--- src/rtl/rx_arbiter.sv ---
// rx_arbiter: NPORTS-to-one receive FIFO arbiter with round-robin or fixed
// priority selection and optional wormhole locking released by the tail flit.
module rx_arbiter #(
  parameter int NPORTS = 5,
  parameter int SIZE = 8,
  parameter bit RR = 1'b1,
  parameter bit LOCK = 1'b1
) (
  input  logic                       clk,
  input  logic                       reset,
  input  logic [NPORTS-1:0]          valid_in,
  input  logic [NPORTS*SIZE-1:0]     item_in,
  input  logic [NPORTS-1:0]          tail_in,
  output logic [NPORTS-1:0]          read_out,
  input  logic                       full,
  output logic                       write,
  output logic [SIZE-1:0]            item_out,
  output logic                       tail_out,
  output logic                       locked,
  output logic [$clog2(NPORTS)-1:0]  grant_idx
);
  localparam int W = $clog2(NPORTS);
  logic [W-1:0] ptr, owner, idx;
  logic lock_q, found, act;
  function automatic logic [W-1:0] wrap(input int v);
    return W'(v % NPORTS);
  endfunction
  // Scans run from the far end so the last hit, the highest-priority one, wins.
  always_comb begin
    found = 1'b0;
    idx = '0;
    if (lock_q) begin
      found = valid_in[owner];
      idx = owner;
    end else if (RR) begin
      for (int j = NPORTS; j >= 1; j--)
        if (valid_in[wrap(int'(ptr) + j)]) begin
          found = 1'b1;
          idx = wrap(int'(ptr) + j);
        end
    end else begin
      for (int i = NPORTS - 1; i >= 0; i--)
        if (valid_in[i]) begin
          found = 1'b1;
          idx = W'(i);
        end
    end
  end
  assign act = found & reset;
  assign write = act & ~full;
  assign read_out = write ? {{(NPORTS-1){1'b0}}, 1'b1} << idx : '0;
  assign item_out = act ? item_in[idx*SIZE +: SIZE] : '0;
  assign tail_out = act & tail_in[idx];
  assign locked = lock_q;
  assign grant_idx = act ? idx : '0;
  always_ff @(posedge clk or negedge reset) begin
    if (!reset) begin
      ptr <= W'(NPORTS - 1);
      lock_q <= 1'b0;
      owner <= '0;
    end else if (write) begin
      if (RR) ptr <= idx;
      if (LOCK) begin
        lock_q <= ~tail_in[idx];
        if (!tail_in[idx]) owner <= idx;
      end
    end
  end
endmodule

--- config.mk ---
export PLATFORM = sky130hd
export DESIGN_NAME = rx_arbiter
export DESIGN_NICKNAME = d
export VERILOG_FILES = /design/src/rtl/rx_arbiter.sv
export SDC_FILE = /design/constraint.sdc
export NUM_CORES = 1
export LEC_CHECK = 0
export BUFFER_PORTS_ARGS = -buffer_cell sky130_fd_sc_hd__buf_2
export CORE_MARGIN = 5
export CORE_UTILIZATION = 45
export CTS_CLUSTER_SIZE = 40
export DETAILED_ROUTE_END_ITERATION = 6
export GPL_TIMING_DRIVEN = 0
export PLACE_DENSITY_LB_ADDON = 0.08
export SETUP_SLACK_MARGIN = 0.5
export SLEW_MARGIN = 0
export SYNTH_ARGS = -nofsm -noshare
export SYNTH_HDL_FRONTEND = slang
export SYNTH_SLANG_ARGS = --single-unit
--- constraint.sdc ---
create_clock -name clk -period 14.8 [get_ports clk]
set_input_delay 1.48 -clock clk [delete_from_list [all_inputs] [get_ports clk]]
set_output_delay 1.48 -clock clk [all_outputs]
set_load 0.05 [all_outputs]
## Yosys cells after proc, flatten, opt, wreduce, memory -nomap -nowiden

Cells that the tools add are included.

- Bits in registers: 7
- Input bits: 53
- Logic and storage cells: 57

- $add $sub $neg: 5
- Divide/modulo/power cells: 5
- Magnitude comparators: 7
- Shift-type cells: 2
- Muxes and demuxes: 29
- Bitwise logic cells: 5
- Reductions and logical operators: 1

Operators by type and width:

| cell | number |
|---|---|
| 32-bit by 4-bit remainder unit with 32-bit output, second input constant | 5 |
| 40-bit by 7-bit indexed part select with 8-bit output | 1 |
| 3-bit by 4-bit less-than comparator with 1-bit output, second input constant | 7 |
| 1-bit binary-select mux with 3-bit select | 7 |
| 3-bit 2-to-1 mux | 7 |
| 1-bit 2-to-1 mux | 13 |
| 3-bit by 2-bit adder with 4-bit output, second input constant | 2 |
| 3-bit by 3-bit adder with 4-bit output, second input constant | 2 |
| 8-bit 2-to-1 mux | 1 |
| 5-bit 2-to-1 mux | 1 |
| 1-bit by 3-bit left shift with 5-bit output, first input constant | 1 |
| 3-bit by 1-bit adder with 4-bit output, second input constant | 1 |
| 1-bit bitwise AND | 3 |
| 1-bit NOT | 2 |
| 2-bit AND reduction | 1 |

## Depth between registers and ports, before layout

- Depth in word-level cells: 14
- Mapped depth: 24
- Gate-level depth less buffers: 18

## Least setup slack after synthesis

No wires, ideal clock.

- Path type: reg-to-output
- Start: register ptr[0]
- End: output port read_out[0]
- Arrival time: 6.144 ns
- Setup slack: 7.176 ns
- Cell stages (with the launch flop): 20
- Path buffers: 5
- Cell sequence: dfrtp_1 > buf_2 > buf_2 > buf_2 > buf_2 > inv_1 > ha_1 > clkbuf_1 > inv_2 > ha_1 > or2_2 > o211ai_1 > a22o_1 > a21oi_1 > nor4_2 > a211oi_1 > a21o_1 > nor2_1 > nand2_1 > nor3_1

- Word-level cells in the longest chain between the ends: 13
- Elaborated cells on any way between the ends: 36
- Classes of those cells: 5 x add/sub; 5 x div; 1 x shift; 23 x mux; 2 x bitwise

Ends and longest elaborated chain:

| element | line | source |
|---|---|---|
| from (decl) | 23 | `logic [W-1:0] ptr, owner, idx;` |
| from (signal assigned) | 58 | `ptr <= W'(NPORTS - 1);` |
| from (signal assigned) | 62 | `if (RR) ptr <= idx;` |
| 3-bit by 3-bit adder with 4-bit output | 37 | `if (valid_in[wrap(int'(ptr) + j)]) begin` |
| 32-bit by 4-bit remainder unit with 32-bit output | 26 | `return W'(v % NPORTS);` |
| 1-bit binary-select mux with 3-bit select | 37 |  |
| 1-bit 2-to-1 mux (not written as such) | 37 |  |
| 1-bit 2-to-1 mux (4 in a row) | 37 |  |
| 1-bit 2-to-1 mux * | 37 |  |
| 1-bit 2-to-1 mux * | 32 | `if (lock_q) begin` |
| 1-bit bitwise AND * | 49 | `assign act = found & reset;` |
| 1-bit bitwise AND * | 50 | `assign write = act & ~full;` |
| named net write | 16 | `output logic write,` |
| 5-bit 2-to-1 mux * | 51 | `assign read_out = write ? {{(NPORTS-1){1'b0}}, 1'b1} << idx : '0;` |
| to (decl) | 14 | `output logic [NPORTS-1:0] read_out,` |

Mark *: on every way through the listed nets, which the timed path passes. The rest lies on a longest branch. The select of a mux whose other input is x is not followed.

## Worst setup path in the final report

- Start: register ptr[0]
- End: output port item_out[6]

- Word-level cells in the longest chain between the ends: 12
- Elaborated cells on any way between the ends: 35
- Classes of those cells: 5 x add/sub; 5 x div; 1 x shift; 23 x mux; 1 x bitwise

Ends and longest elaborated chain:

| element | line | source |
|---|---|---|
| 3-bit by 3-bit adder with 4-bit output | 37, 39 |  |
| 32-bit by 4-bit remainder unit with 32-bit output | 26 |  |
| 1-bit binary-select mux with 3-bit select | 37 |  |
| 1-bit 2-to-1 mux (not written as such) | 37 |  |
| 3-bit 2-to-1 mux or 1-bit 2-to-1 mux (tied branches) (5 in a row) | 37 |  |
| 3-bit 2-to-1 mux or 1-bit 2-to-1 mux (tied branches) | 32 |  |
| 40-bit by 7-bit indexed part select with 8-bit output or 1-bit bitwise AND (tied branches) | 52, 49 |  |
| 8-bit 2-to-1 mux * | 52 | `assign item_out = act ? item_in[idx*SIZE +: SIZE] : '0;` |
| to (decl) | 17 | `output logic [SIZE-1:0] item_out,` |

Every way passes the cells marked *; elsewhere a longest branch is shown, timed or not. The select of a mux whose other input is x is not followed.

==> run_results.csv <==
group,metric,value,unit
placed_design,portBuffers,70,
synth,muxShareOfSynthArea,18.1,%
critical_path,startpoint_type,"flip-flop",
critical_path,worstPathMaxFanout,12,
placed_design,dp_hpwl,7660,µm
critical_path,crit_path_end_kind,"output port",
global_routing,antenna_found_initial,0,
worst_hold_path,hp-class,"flip-flop to flip-flop",
synth,synth-seq-cells,7,
floorplanning,io_pins,72,
critical_path,worstPathRequired,13320,ps
clock_network,cts_htree_levels,1,
cells_and_area,area_delta_synth_final,16.8,%
timing,setup_tns,0,ps
global_routing,grt_usage,22.6,%
timing,slew-limit-headroom,52.0,%
clock_network,cts_sinks,7,
timing,min_period,8620,ps
route,vias,3392,
synth,async_flop_share,100,%
clock_network,cts_tree,"built",
synth,syn-num-nets,463,
synth,synth_area_per_cell,7.53,µm²
flow_run,cap_violations,0,
route,wl_per_cell,17.9,µm
timing,worst_pin_slew,721,ps
timing,grt_setup_unrepaired,"false",
clock_network,ctsHoldBuffers,0,
synth,seq_area_frac_synth,6.04,%
route,first_iter_violations,292,
clock_network,clkTransAtPathRegs,40,ps
cells_and_area,antennaDiodeCount,0,
clock_network,ctsResizeCount,0,
synth,synth_top_family_by_area,"compound AO/OA/AOI/OAI gates",
route,post_drt_via_cell_ratio,6.29,
synth,synth-simple-area-share,22.4,%
timing,final.period_utilization,58.2,%
synth,synth_cell_types,77,
timing,report.final.hold_viol_count,0,
timing,fin_worst_skew,6.79,ps
worst_hold_path,hold_start,"owner[2]$_DFFE_PN0P_",
route,firstDrtPassIters,5,
route,wl_met1,4260,µm
timing,timing.hold.ws,525,ps
cells_and_area,finish.utilization,53.8,%
floorplanning,start_util,46.0,%
floorplanning,core,0.00635,mm²
critical_path,reg2reg_to,"owner[1]$_DFFE_PN0P_",
floorplanning,fp.dieH,90.6,µm
floorplanning,die_w,90.6,µm
clock_network,post_cts_buffers,0,
critical_path,timing.reg2reg.setup_slack,8040,ps
placed_design,place.gp.congestion,0.941,
status,status,"complete, no violations",
route,drc,0,
critical_path,critPathKind,"flip-flop to output port",
floorplanning,dieArea,0.00821,mm²
route,wirelength,9670,µm
timing,clock.fmax,0.116,GHz
route,highest_layer,"met4",
synth,netlist.area_leader.share,12.7,%
clock_network,clock_latency,230,ps
route,dr_wl_met2,4320,µm
critical_path,worst_r2r_startpoint,"ptr[0]$_DFFE_PN0P_",
critical_path,cp.arrival,7140,ps
floorplanning,row_count,29,
synth,synthAdderAreaFrac,9.42,%
synth,synthCells,388,
route,routed-wl-met3,876,µm
global_routing,grt_pass1_wl,16000,µm
timing,setup_violations,0,
synth,synthXorXnorAreaFrac,2.01,%
route,drtAntennaViolNets,0,
synth,synth_edf_count,0,
synth,synth_warnings,0,
synth,yosys.area.top_type,"mux2i_1",
cells_and_area,final_nets,538,
worst_hold_path,min_to,"owner[2]$_DFFE_PN0P_",
global_routing,grt_pass1_vias,3257,
synth,synthFlopType,"dfrtp_1",
global_routing,gr-total-overflow,0,
clock_network,cts_inserted_buffers,3,
global_routing,grt_max_degree,13,
clock_network,clock_path_buffers,2,
cells_and_area,drive_gt1_share,25.3,%
synth,synth-compound-area-share,35.2,%
timing,maxSlewViolCount,0,
clock_network,clockRootBuffer,"clkbuf_8",
synth,synthTopCellsByArea,"mux2i_1, ha_1, dfrtp_1",
worst_hold_path,hold_depth,1,
critical_path,reg2reg_depth,20,
synth,synth_area,0.00292,mm²
-- flip-flops by register name, indices dropped and copies added, names as in the netlist --
register and flops:
locked 1, owner 3, ptr 3
-- layout by cell type, fill, tap and decap left out, drive strengths merged, types with 6 or more instances in the layout --
master,n
a211oi,10
a21boi,6
a21oi,23
a22o,11
buf,80
clkbuf,17
dfrtp,6
ha,22
inv,27
mux2,8
mux2i,37
nand2,23
nand2b,11
nand3,10
nor2,27
nor2b,7
nor3,10
o211ai,8
o21a,6
o21ai,12
-- synth_stat cells, drive strengths merged, types with 4 or more instances --
cell type and instances:
mux2i 37, inv 27, nor2 27, a21oi 23
nand2 23, ha 22, clkbuf 13, o21ai 12
a22o 11, nand2b 11, a211oi 10, buf 10
nand3 10, nor3 10, mux2 8, o211ai 8
nor2b 7, a21boi 6, dfrtp 6, o21a 6
a211o 5, a21bo 5, a31oi 5, and2 5
o221ai 5, a21o 4, nor3b 4, or2 4
-- critical path: stages (launching register included) --
cell      delay (ps)
dfrtp_1          480
buf_2            300
buf_2            320
buf_2            320
buf_2            280
inv_1            150
ha_1             430
clkbuf_1         400
inv_2            240
ha_1             310
or2_2            310
o211ai_1         550
and2_1           320
a211oi_1         140
nor4_2           440
and2_1           200
o21ai_1           80
a31oi_2          440
inv_1            180
nor2_1           520
a22o_1           230
buf_2            270
-- per-stage QoR --
step	area, µm²	cells	setup WS (ps)
detailed placement	3370	535	6630
global route	3410	539	5780
floorplan	2920	388	7180
global placement	3370	535	6590
CTS	3410	539	6320
finish	3410	539	6180
-- routing by layer --
metal | vias up | track usage [%]
met1 | 1554 | 31.5
met3 | 25 | 4.25
met5 | - | 0
met4 | 0 | 5.46
met2 | 180 | 35.8
li1 | 1633 | -
-- worst max-delay path by stage --
stage,startpoint,end,slack [ps],depth (start not counted)
2_1_floorplan,ptr[0]$_DFFE_PN0P_,read_out[0],7180,19
3_3_place_gp,ptr[0]$_DFFE_PN0P_,item_out[6],6590,21
3_5_place_dp,ptr[0]$_DFFE_PN0P_,item_out[6],6630,21
4_1_cts,ptr[0]$_DFFE_PN0P_,item_out[6],6320,21
5_1_grt,ptr[0]$_DFFE_PN0P_,item_out[6],5780,21
6_report,ptr[0]$_DFFE_PN0P_,item_out[6],6180,21
-- kinds of logic (layout without fill, tap and decap cells) --
logic type / count (synthesis) / count (layout)
AO/OA/AOI/OAI: 135 / 135
AND/OR/NAND/NOR: 121 / 121
XOR/XNOR: 5 / 5
buffers and inverters: 50 / 124
adder cells (fa/ha/maj): 22 / 22
flip-flops: 7 / 7
multiplexers: 48 / 48
-- cell type report --
cell class	instances	area, µm²
multi-input combinational	331	2550
tap	77	96.3
clock buffer	4	45.0
inverter	27	101
buffer	23	98.8
sequential	7	176
timing repair buffer	70	350
fill	603	2940
Power is not shown: default switching activity piles up to over one toggle a cycle in this logic, so the estimate is an artifact.
